**src/rtl/waterbear_pkg.sv**
```systemverilog
// Shared definitions for the waterbear core and its program loader:
// opcode values, instruction field positions, loader state encoding.
package waterbear_pkg;

  localparam int unsigned BYTE_W = 8;
  localparam int unsigned WORD_W = 16;
  localparam int unsigned ADDR_W = 8;

  localparam logic [3:0] OP_LDR = 4'd1;
  localparam logic [3:0] OP_STR = 4'd2;
  localparam logic [3:0] OP_ADD = 4'd3;
  localparam logic [3:0] OP_SUB = 4'd4;
  localparam logic [3:0] OP_EQU = 4'd5;
  localparam logic [3:0] OP_JMP = 4'd6;
  localparam logic [3:0] OP_HLT = 4'd7;

  localparam int unsigned RSV_MSB     = 15;
  localparam int unsigned RSV_LSB     = 11;
  localparam int unsigned OPC_MSB     = 10;
  localparam int unsigned OPC_LSB     = 7;
  localparam int unsigned NUMBIT_POS  = 6;
  localparam int unsigned OPND_MSB    = 5;
  localparam int unsigned OPND_LSB    = 0;

  localparam logic [BYTE_W-1:0] SYNC_BYTE_DEFAULT = 8'hA5;

  typedef enum logic [3:0] {
    ST_IDLE  = 4'd0,
    ST_CNT   = 4'd1,
    ST_BASE  = 4'd2,
    ST_HI    = 4'd3,
    ST_LO    = 4'd4,
    ST_WR    = 4'd5,
    ST_CHK   = 4'd6,
    ST_DONE  = 4'd7,
    ST_ERROR = 4'd8
  } loader_state_e;

endpackage

```
**src/rtl/waterbear_insn_check.sv**
```systemverilog
// Combinational instruction-format check: reserved field clear and a defined
// opcode. Shared with the core's decoder.
module waterbear_insn_check
  import waterbear_pkg::*;
(
  input  logic [WORD_W-1:0] i_word,
  output logic              o_valid
);

  logic [3:0] w_opcode;
  logic       w_rsv_clear;
  logic       w_op_known;
  logic [6:0] w_unused_operand;

  assign w_opcode         = i_word[OPC_MSB:OPC_LSB];
  assign w_rsv_clear      = (i_word[RSV_MSB:RSV_LSB] == '0);
  assign w_unused_operand = {i_word[NUMBIT_POS], i_word[OPND_MSB:OPND_LSB]};

  always_comb begin
    w_op_known = 1'b0;
    case (w_opcode)
      OP_LDR, OP_STR, OP_ADD, OP_SUB, OP_EQU, OP_JMP, OP_HLT: w_op_known = 1'b1;
      default: w_op_known = 1'b0;
    endcase
  end

  assign o_valid = w_rsv_clear && w_op_known;

endmodule

```
**src/rtl/waterbear_loader.sv**
```systemverilog
// Byte-stream program loader for the waterbear instruction memory; holds the
// core in reset until a complete, valid image lands. Optional CHK byte is
// enabled by defining WATERBEAR_LOADER_CHECKSUM_EN.
module waterbear_loader
  import waterbear_pkg::*;
#(
  parameter logic [BYTE_W-1:0] SYNC_BYTE = SYNC_BYTE_DEFAULT
) (
  input  logic              clk,
  input  logic              rst,
  input  logic [BYTE_W-1:0] in_data,
  input  logic              in_valid,
  output logic              in_ready,
  input  logic              err_clr,
  output logic              mem_we,
  output logic [ADDR_W-1:0] mem_addr,
  output logic [WORD_W-1:0] mem_wdata,
  output logic              cpu_rst,
  output logic              done,
  output logic              error
);

  loader_state_e r_state;
  loader_state_e w_next;

  logic              r_live;
  logic [BYTE_W-1:0] r_count;
  logic [ADDR_W-1:0] r_base;
  logic [ADDR_W-1:0] r_idx;
  logic [BYTE_W-1:0] r_hi;
  logic              r_word_ok;
  logic              r_mem_we;
  logic [ADDR_W-1:0] r_mem_addr;
  logic [WORD_W-1:0] r_mem_wdata;
  logic              r_cpu_rst;
  logic              r_done;
  logic              r_error;
`ifdef WATERBEAR_LOADER_CHECKSUM_EN
  logic [BYTE_W-1:0] r_chk;
`endif

  logic              w_state_rdy;
  logic              w_fire;
  logic              w_last;
  logic [WORD_W-1:0] w_word;
  logic              w_word_ok;

  // r_live keeps in_ready low until the first clock after reset release
  assign in_ready = r_live && w_state_rdy;
  assign w_fire   = in_valid && in_ready;
  assign w_word   = {r_hi, in_data};
  // COUNT of 0 wraps to 255 here, giving 256 words
  assign w_last   = (r_idx == ADDR_W'(r_count - BYTE_W'(1)));

  waterbear_insn_check u_insn_check (
    .i_word  (w_word),
    .o_valid (w_word_ok)
  );

  always_comb begin
    w_state_rdy = 1'b0;
    case (r_state)
      ST_IDLE, ST_CNT, ST_BASE, ST_HI, ST_LO, ST_CHK: w_state_rdy = 1'b1;
      default: w_state_rdy = 1'b0;
    endcase
  end

  always_ff @(posedge clk or posedge rst) begin
    if (rst) r_state <= ST_IDLE;
    else     r_state <= w_next;
  end

  always_comb begin
    w_next = r_state;
    case (r_state)
      ST_IDLE:  if (w_fire && (in_data == SYNC_BYTE)) w_next = ST_CNT;
      ST_CNT:   if (w_fire) w_next = ST_BASE;
      ST_BASE:  if (w_fire) w_next = ST_HI;
      ST_HI:    if (w_fire) w_next = ST_LO;
      ST_LO:    if (w_fire) w_next = ST_WR;
      ST_WR: begin
        if (!r_word_ok)  w_next = ST_ERROR;
`ifdef WATERBEAR_LOADER_CHECKSUM_EN
        else if (w_last) w_next = ST_CHK;
`else
        else if (w_last) w_next = ST_DONE;
`endif
        else             w_next = ST_HI;
      end
`ifdef WATERBEAR_LOADER_CHECKSUM_EN
      ST_CHK:   if (w_fire) w_next = (in_data == r_chk) ? ST_DONE : ST_ERROR;
`endif
      ST_DONE:  w_next = ST_IDLE;
      ST_ERROR: if (err_clr) w_next = ST_IDLE;
      default:  w_next = ST_IDLE;
    endcase
  end

  // Datapath and registered outputs; status outputs track the next state
  always_ff @(posedge clk or posedge rst) begin
    if (rst) begin
      r_live      <= 1'b0;
      r_count     <= '0;
      r_base      <= '0;
      r_idx       <= '0;
      r_hi        <= '0;
      r_word_ok   <= 1'b0;
      r_mem_we    <= 1'b0;
      r_mem_addr  <= '0;
      r_mem_wdata <= '0;
      r_cpu_rst   <= 1'b0;
      r_done      <= 1'b0;
      r_error     <= 1'b0;
`ifdef WATERBEAR_LOADER_CHECKSUM_EN
      r_chk       <= '0;
`endif
    end else begin
      r_live    <= 1'b1;
      r_mem_we  <= 1'b0;
      r_done    <= (w_next == ST_DONE);
      r_error   <= (w_next == ST_ERROR);
      r_cpu_rst <= (w_next != ST_IDLE) && (w_next != ST_DONE);
      case (r_state)
        ST_IDLE: if (w_fire && (in_data == SYNC_BYTE)) begin
          r_idx <= '0;
`ifdef WATERBEAR_LOADER_CHECKSUM_EN
          r_chk <= '0;
`endif
        end
        ST_CNT: if (w_fire) begin
          r_count <= in_data;
`ifdef WATERBEAR_LOADER_CHECKSUM_EN
          r_chk   <= r_chk ^ in_data;
`endif
        end
        ST_BASE: if (w_fire) begin
          r_base <= in_data;
`ifdef WATERBEAR_LOADER_CHECKSUM_EN
          r_chk  <= r_chk ^ in_data;
`endif
        end
        ST_HI: if (w_fire) begin
          r_hi  <= in_data;
`ifdef WATERBEAR_LOADER_CHECKSUM_EN
          r_chk <= r_chk ^ in_data;
`endif
        end
        ST_LO: if (w_fire) begin
          r_word_ok <= w_word_ok;
`ifdef WATERBEAR_LOADER_CHECKSUM_EN
          r_chk     <= r_chk ^ in_data;
`endif
          // write strobe lands in the WR cycle
          if (w_word_ok) begin
            r_mem_we    <= 1'b1;
            r_mem_addr  <= r_base + r_idx;
            r_mem_wdata <= w_word;
          end
        end
        ST_WR: if (r_word_ok) r_idx <= r_idx + ADDR_W'(1);
        default: ;
      endcase
    end
  end

  assign mem_we    = r_mem_we;
  assign mem_addr  = r_mem_addr;
  assign mem_wdata = r_mem_wdata;
  assign cpu_rst   = r_cpu_rst;
  assign done      = r_done;
  assign error     = r_error;

endmodule

```
**config.mk**
```make
export PLATFORM = sky130hd
export DESIGN_NAME = waterbear_loader
export DESIGN_NICKNAME = d
export VERILOG_FILES = /design/src/rtl/waterbear_pkg.sv /design/src/rtl/waterbear_insn_check.sv /design/src/rtl/waterbear_loader.sv
export SDC_FILE = /design/constraint.sdc
export NUM_CORES = 1
export LEC_CHECK = 0
export ABC_AREA = 1
export CAP_MARGIN = 15
export CELL_PAD_IN_SITES_DETAIL_PLACEMENT = 1
export CELL_PAD_IN_SITES_GLOBAL_PLACEMENT = 2
export CORE_AREA = 4 4 106 108
export DETAILED_ROUTE_END_ITERATION = 10
export DIE_AREA = 0 0 110 112
export GPL_TIMING_DRIVEN = 1
export PLACE_DENSITY = 0.82
export SKIP_LAST_GASP = 1
export SYNTH_ARGS = -nofsm -noshare
export SYNTH_HDL_FRONTEND = slang
export SYNTH_HIERARCHICAL = 1
export SYNTH_SLANG_ARGS = --single-unit
```
**constraint.sdc**
```tcl
create_clock -name clk -period 2.8 [get_ports clk]
set_clock_uncertainty 0.15 [all_clocks]
set_input_delay 0.56 -clock clk [delete_from_list [all_inputs] [get_ports clk]]
set_output_delay 0.56 -clock clk [all_outputs]
set_load 0.02 [all_outputs]
```
-- Word-level counts from Yosys, hierarchy flattened
Cells that the tools add are included.
- output and inout bits: 29
- word-level logic and storage cells: 71
- bits in registers: 66
- input port bits: 12
- reductions and logical operators: 17
- equality and inequality tests: 21
- mux-type cells: 17
- $add $sub $neg: 3
- operators with widths (kind ; count):
    == test 4 x 3 -> 1 bit, second input constant ; 8
    2-to-1 mux 4 bit ; 7
    one-hot mux 4 bit (7 select lines) ; 1
    == test 4 x 2 -> 1 bit, second input constant ; 4
    2-to-1 mux 8 bit ; 2
    one-hot mux 8 bit (2 select lines) ; 1
    adder 8 x 1 -> 8 bit, second input constant ; 1
    adder 8 bit ; 1
    == test 4 x 1 -> 1 bit, second input constant ; 2
    == test 4 bit, second input constant ; 2
    == test 8 bit ; 1
    == test 8 bit, second input constant ; 1
    AND reduction 2 bit ; 4
    subtractor 8 x 1 -> 8 bit, second input constant ; 1
    OR reduction 7 bit ; 1
    AND reduction 3 bit ; 2
    OR reduction 6 bit ; 1
    logical AND 1 bit ; 5
    zero test 5 bit ; 1
    2-to-1 mux 1 bit ; 5
    zero test 4 bit ; 1
    inequality test 2 bit, second input constant ; 2
    inequality test 4 x 3 -> 1 bit, second input constant ; 1
    nonzero test 4 bit ; 1
    other kinds (2) ; 2

-- Depth between registers and ports, before layout
Gate-level depths: netlist of run 1.
- word-level depth: 10
- mapped depth: 12
- gate-level depth less buffers: 12

-- Hierarchy
Netlist of run 1, hierarchy kept.
- modules (own cells, without submodules) (module ; cells an instance ; instances ; sequential area each (sq um) ; area each (sq um)):
    waterbear_loader ; 374 ; 1 ; 1651.6 ; 3394.5
    waterbear_insn_check ; 6 ; 1 ; 0.0 ; 27.5

-- Worst setup path after synthesis of run 1
No wires, ideal clock.
- path type: register to register
- start point: reg r_idx[0]
- end point: reg r_mem_addr[6], in the netlist mem_addr[6]
- library setup time: 0.117 ns
- path slack: 0.934 ns
- arrival time: 1.599 ns
- stages on the path, launching flop included: 12
- period minus slack after synthesis: 1.866 ns
- data required time: 2.533 ns
- buffers on the path: 0
- path through: dfrtp_1 -> ha_1 -> inv_1 -> fa_1 -> o21ai_0 -> nand2_1 -> nand2_1 -> nand2_1 -> nand2_1 -> nand2_1 -> nand3_1 -> nand2_1
- longest elaborated chain between the ends: 1
- RTL lines (what ; RTL line ; RTL):
    from (decl) ; waterbear_loader.sv:29 ; logic [ADDR_W-1:0] r_idx;
    from (signal assigned) ; waterbear_loader.sv:160 ; ST_WR: if (r_word_ok) r_idx <= r_idx + ADDR_W'(1);
    adder 8 bit ; waterbear_loader.sv:156 ; r_mem_addr <= r_base + r_idx;
    to (signal assigned) ; waterbear_loader.sv:156 ;
    to (decl) ; waterbear_loader.sv:33 ; logic [ADDR_W-1:0] r_mem_addr;
No other way between the ends.
A chain may end at the register's enable or synchronous reset.

-- Worst setup path after layout of run 1
- start point: reg r_state[0]
- end point: out in_ready
- longest elaborated chain between the ends: 4
- elaborated cells on any way between the ends: 9
- those cells by class: eq/ne: 5; mux: 1; reduce/logical: 3
- RTL lines (what ; RTL line ; RTL):
    from (decl) ; waterbear_loader.sv:23 ; loader_state_e r_state;
    from (signal assigned) ; waterbear_loader.sv:70 ; else r_state <= w_next;
    == test 4 x 3 -> 1 bit, or another cell as far along ; waterbear_loader.sv:62 ; case (r_state)
    OR reduction 6 bit * ; waterbear_loader.sv:62 ;
    2-to-1 mux 1 bit * ; waterbear_loader.sv:62 ;
    logical AND 1 bit * ; waterbear_loader.sv:49 ; assign in_ready = r_live && w_state_rdy;
    to (decl) ; waterbear_loader.sv:13 ; output logic in_ready,
Mark *: on every way between the ends. The rest lies on a longest branch, timed or not.

==> results of run 1 <==
-- layout make-up --
class                      instances  area [µm²]
fill                            1198        6070
sequential                        66        1650
clock buffer                       9         124
multi-input combinational        260        1520
clock inverter                     7        61.3
inverter                          47         183
tap                              136         170
timing repair buffer              46         458
-- per-layer routing --
| layer | wire, µm | track usage | vias up |
|---|---|---|---|
| met5 | 0 | 0 | - |
| met2 | 4260 | 0.248 | 47 |
| met3 | 295 | 0.0284 | 15 |
| met1 | 3740 | 0.194 | 1302 |
| met4 | 157 | 0.0549 | 0 |
| li1 | - | - | 1320 |
-- kinds of logic (layout without fill, tap and decap cells) --
group	Yosys count	in the layout	share of synthesized area
flip-flops	66	66	0.483
buffers and inverters	54	109	0.0746
adder cells (fa/ha/maj)	10	10	0.0388
AO/OA/AOI/OAI	63	63	0.116
XOR/XNOR	13	13	0.0333
AND/OR/NAND/NOR	173	173	0.254
other	1	1	0.00110
-- power breakdown --
group | internal [mW] | leakage [nW] | switching (mW) | total (mW)
Combinational | 0.616 | 1.08 | 0.990 | 1.61
Clock | 0.338 | 0.0888 | 0.430 | 0.768
Sequential | 1.17 | 0.821 | 0.237 | 1.41
-- state kept, by name, indices dropped and copies added, names as in the netlist --
| register | cells |
|---|---|
| r_hi | 8 |
| r_word_ok | 1 |
| mem_we | 1 |
| error | 1 |
| cpu_rst | 1 |
| r_count | 8 |
| r_live | 1 |
| r_idx | 8 |
| mem_wdata | 16 |
| r_state | 4 |
| r_base | 8 |
| mem_addr | 8 |
| done | 1 |
-- cell usage in the layout (no fill, tap or decap), types with 3 or more instances in the layout --
master | synthesis | layout
a21oi_1 | 13 | 13
buf_4 | 0 | 5
clkbuf_8 | 0 | 9
clkdlybuf4s50_1 | 0 | 40
dfrtp_1 | 66 | 66
ha_1 | 9 | 9
inv_1 | 42 | 41
inv_2 | 2 | 3
inv_6 | 0 | 3
nand2_1 | 91 | 91
nand2_4 | 3 | 3
nand3_1 | 22 | 22
nand3_2 | 5 | 5
nand4_1 | 3 | 3
nor2_1 | 28 | 28
nor2_2 | 5 | 5
nor2_4 | 4 | 4
o21ai_0 | 19 | 19
o21ai_1 | 6 | 6
o21ai_2 | 18 | 18
o22ai_1 | 4 | 4
xnor2_1 | 6 | 6
xor2_1 | 7 | 7
-- path summary, 6_finish.rpt --
kind / startpoint / end / slack (ns)
max in group asynchronous: rst / r_word_ok$_DFFE_PP0P_ / 1.43
worst max register to register: r_idx[0]$_DFFE_PP0P_ / mem_addr[6]$_DFFE_PP0P_ / 0.69
worst min register to register: mem_addr[6]$_DFFE_PP0P_ / mem_addr[6]$_DFFE_PP0P_ / 0.33
worst min-delay path: mem_addr[6]$_DFFE_PP0P_ / mem_addr[6]$_DFFE_PP0P_ / 0.33
worst max-delay path: r_state[0]$_DFF_PP0_ / in_ready / 0.43
min in group asynchronous: rst / mem_addr[4]$_DFFE_PP0P_ / 0.37
-- critical path: stages, from the launching register on --
cell	delay (ns)
dfrtp_1	0.43
nand2_2	0.15
nand3_1	0.08
inv_1	0.06
clkdlybuf4s50_1	0.59
-- stage by stage --
stage                     instance area, µm²  worst slack (ns)  instances  hold slack, ns   util
after floorplan                         3420             0.435        380           0.327      -
after global placement                  3980             0.448        555           0.312  0.389
after detailed placement                3980             0.432        555           0.314  0.389
after CTS                               4160             0.394        571           0.336  0.407
after global routing                    4160             0.322        571           0.346  0.407
final                                   4160             0.426        571           0.331  0.407
==> flow_summary.json, run 1 <==
{
  "hold_class": "reg -> reg",
  "final_layout_size_suffix_gt1_frac": 0.168,
  "pin_count": 41,
  "p_leak_nw": 1.99,
  "num_vias": 2684,
  "synth_area_um2": 3420,
  "synth_common_cells": "91 x nand2_1, 66 x dfrtp_1, 42 x inv_1",
  "cts_resized": 0,
  "dp_hpwl_um": 6590,
  "numCtsBuffers": 9,
  "synth_edf_count": 0,
  "area_delta_synth_final_pct": 21.6,
  "setup_tns_ns": 0,
  "ys_warn_count": 6,
  "drc": 0,
  "grt_pass1_wl_um": 14400,
  "yosysSeqAreaShare": 0.483,
  "critPathLaunchType": "flip-flop",
  "diodes": 0,
  "grt_use_total": 0.150,
  "crit_path_end_kind": "output pin",
  "grt_pass1_vias": 2877,
  "path_clk_slew_ns": 0.08,
  "gr-total-overflow": 0,
  "grt_antenna_before_repair": 0,
  "drt_iter0_markers": 99,
  "cts-root-buf": "clkbuf_8",
  "clk_latency_ns": 0.36,
  "drv_cap": 0,
  "fin_crit_ns": 2.37,
  "nets": 452,
  "dieArea_um2": 12300,
  "avgSynthCellArea_um2": 9.01,
  "synth_top_area_cell": "dfrtp_1",
  "vias_per_cell": 4.70,
  "worstPathMaxFanout": 4,
  "ys.flop_type": "dfrtp_1",
  "wl_per_cell_um": 14.8,
  "clock_path_buffers": 2,
  "slew_viol_final": 0,
  "drt_first_pass_iters": 7,
  "yosysMostFrequentCell": "nand2_1",
  "total_power_mw": 3.79,
  "async_flop_share": 1.00,
  "max_freq_mhz": 421,
  "die_x_um": 110,
  "placementRows": 37,
  "hold_depth": 2,
  "rsz0062_at_grt": "false",
  "setup_viol": 0,
  "cp.arrival_ns": 1.66,
  "cts_tree": "built",
  "synth.net_count": 402,
  "post-route-period-util": 0.848,
  "htreeDepth": 3,
  "fp.coreArea_um2": 10200,
  "start_util": 0.334,
  "worstPathRequired_ns": 2.09,
  "cts_setup_buffers": 0,
  "drt_wl_total_um": 8450,
  "path_class": "reg -> out",
  "synth_seq_cells": 66,
  "finalHoldViolations": 0,
  "synthDominantCellAreaShare": 0.483,
  "die_y_um": 112,
  "cts_sinks": 66,
  "ir_drop_mv": 0.273,
  "synth_cells": 380,
  "holdBufCountCts": 0,
  "yosys-top-cells-area": "dfrtp_1 48%, nand2_1 10%, inv_1 4.6%",
  "r2r_cells": 11,
  "synth_cell_types": 36,
  "status": "finished, final reports clean",
  "p_per_area_nw_per_um2": 909,
  "grt_max_degree": 26,
  "port_buffers": 40,
  "postRouteAntennaNets": 0,
  "place.gp.congestion": 0.749
}
(Power assumes the default switching activity.)
==> run 2, diff against run 1 <==
Settings changed: CORE_AREA 4 4 106 108 to 4 4 111 113, DIE_AREA 0 0 110 112 to 0 0 115 117, PLACE_DENSITY 0.82 to 0.79.
Clock period 2.8 ns to 1.95 ns, I/O delays scaled along.
==> run 2 against run 1 <==
Hold slack got worse by 0.12 ns. Register-to-register slack got worse by 0.64 ns. Die area increased by 9.2%. Combinational power increased by 72%. Global-route usage decreased by 0.079 points. Via count increased by 4.1%. Power increased by 69%. Critical path depth increased by 5. Worst setup slack got worse by 0.38 ns. Utilization increased by 0.084 points. Sequential share of layout area decreased by 3.9 points. Design area increased by 11%. Critical path type is now reg -> reg. Largest cell class unchanged.
==> flow_summary.json, run 2 (synthesis results as in run 1) <==
{
  "regArea_um2": 1650,
  "drt_first_pass_iters": 5,
  "gr-total-overflow": 0,
  "pin_count": 41,
  "crit_path_end_kind": "flip-flop",
  "grt_use_total": 0.149,
  "dp_hpwl_um": 6790,
  "total_power_mw": 6.41,
  "wl_per_cell_um": 14.8,
  "htreeDepth": 3,
  "r2r_start": "r_idx[0]$_DFFE_PP0P_",
  "drv_cap": 0,
  "port_buffers": 40,
  "diodes": 0,
  "reg2reg_slack_ns": 0.05,
  "r2r-end": "mem_addr[4]$_DFFE_PP0P_",
  "grt_antenna_before_repair": 0,
  "area_delta_synth_final_pct": 34.9,
  "grt_pass1_wl_um": 15500,
  "path_class": "reg -> reg",
  "clk_latency_ns": 0.34,
  "final_layout_size_suffix_gt1_frac": 0.235,
  "clock_path_buffers": 2,
  "placementRows": 39,
  "place.gp.congestion": 0.761,
  "die_y_um": 117,
  "numCtsBuffers": 9,
  "cts-root-buf": "clkbuf_16",
  "drc": 0,
  "critPathLaunchType": "flip-flop",
  "post-place-cells": 585,
  "max_freq_mhz": 526,
  "post-route-period-util": 0.976,
  "drt_iter0_markers": 69,
  "final_core_util": 0.408,
  "p_per_area_nw_per_um2": 1390,
  "postRouteAntennaNets": 0,
  "largest_register_ffs": 16,
  "status": "finished, final reports clean",
  "final_cells": 607,
  "multi_input_area_um2": 1530,
  "nets": 481,
  "setup_viol": 0,
  "num_vias": 2795,
  "hold_class": "in -> async",
  "fp.coreArea_um2": 11300,
  "vias_per_cell": 4.60,
  "ir_drop_mv": 0.621,
  "crit_start": "r_idx[0]$_DFFE_PP0P_",
  "finalHoldViolations": 0,
  "start_util": 0.302,
  "fin_crit_ns": 1.90,
  "rsz0062_at_grt": "true",
  "worstPathRequired_ns": 2.02,
  "r2r_cells": 9,
  "slew_viol_final": 0,
  "grt_max_degree": 39,
  "cts_tree": "built",
  "worstPathMaxFanout": 2,
  "cp.arrival_ns": 1.97,
  "die_x_um": 115,
  "p_leak_nw": 2.21,
  "holdBufCountCts": 0,
  "dieArea_um2": 13500,
  "final_cell_mix": "89 x nand2_1, 66 x dfrtp_1, 40 x inv_1",
  "n_fill_cell": 1335,
  "layout_commonest_cell": "nand2_1",
  "drt_wl_total_um": 8980,
  "path_clk_slew_ns": 0.06,
  "grt_pass1_vias": 3062,
  "cts_sinks": 66
}
[run 2: cell count changes in the layout (fill, tap and decap cells not counted), sizes merged]
cell / previous run / this run
clkbuf: 9 / 10
buf: 6 / 35
bufinv: 0 / 1
inv: 50 / 46
clkdlybuf4s15: 0 / 1
clkdlybuf4s50: 40 / 39
clkinv: 2 / 4
[run 2: final cells by class]
class,instances,area share
sequential,66,0.358
multi-input combinational,260,0.332
timing repair buffer,75,0.165
clock buffer,10,0.0518
inverter,47,0.0404
tap,143,0.0388
clock inverter,6,0.0141
[run 2: per-layer routing]
metal	up-vias	global-route usage	part of all wire
met4	0	0.0352	0.012
li1	1378	-	-
met2	43	0.261	0.51
met3	14	0.0396	0.032
met5	-	0	0
met1	1360	0.185	0.45
[run 2: how the worst max path moves through the flow]
stage                                    to  slack, ns  depth (start not counted)
CTS                 mem_addr[6]$_DFFE_PP0P_      0.007                         11
finish              mem_addr[4]$_DFFE_PP0P_       0.05                          9
global placement       r_idx[6]$_DFFE_PP0P_      -0.03                          9
detailed placement  mem_addr[6]$_DFFE_PP0P_      -0.09                         11
floorplan           mem_addr[6]$_DFFE_PP0P_       0.08                         11
global route        mem_addr[6]$_DFFE_PP0P_       -0.1                         11
[run 2: worst max-delay path: stages (launching register included)]
cell,delay [ns]
dfrtp_1,0.40
ha_2,0.21
inv_2,0.04
fa_2,0.40
o21ai_2,0.14
nand2_1,0.09
buf_4,0.14
buf_4,0.12
nand2_1,0.05
o21ai_1,0.05
[run 2: report_power, final]
group | internal (mW) | total [mW] | leakage [nW] | switching, mW
Clock | 1.03 | 1.65 | 0.149 | 0.629
Sequential | 1.69 | 1.99 | 0.821 | 0.302
Combinational | 1.18 | 2.77 | 1.24 | 1.59
[run 2: what timing repair did]
item | CTS | global route
endpoints found under the setup margin | 2 | 4
gates resized for setup | 3 | 7
buffers inserted | 1 | 5
pin swaps | 0 | 5
[run 2: through the flow]
stage               hold WS, ns  TNS [ns]  cell area (µm²)  worst slack (ns)
floorplan                 0.327         0             3430            0.0836
global placement          0.317   -0.0529             4250           -0.0277
detailed placement        0.322    -0.292             4250           -0.0860
CTS                       0.210         0             4560           0.00697
global route              0.213    -0.164             4620           -0.0991
finish                    0.212         0             4620            0.0473
==> run 3, diff against run 2 <==
Settings changed: GPL_ROUTABILITY_DRIVEN set to 0.
==> results of run 3 <==
Same layout as run 2: the final DEF is identical, and so are final timing and power.
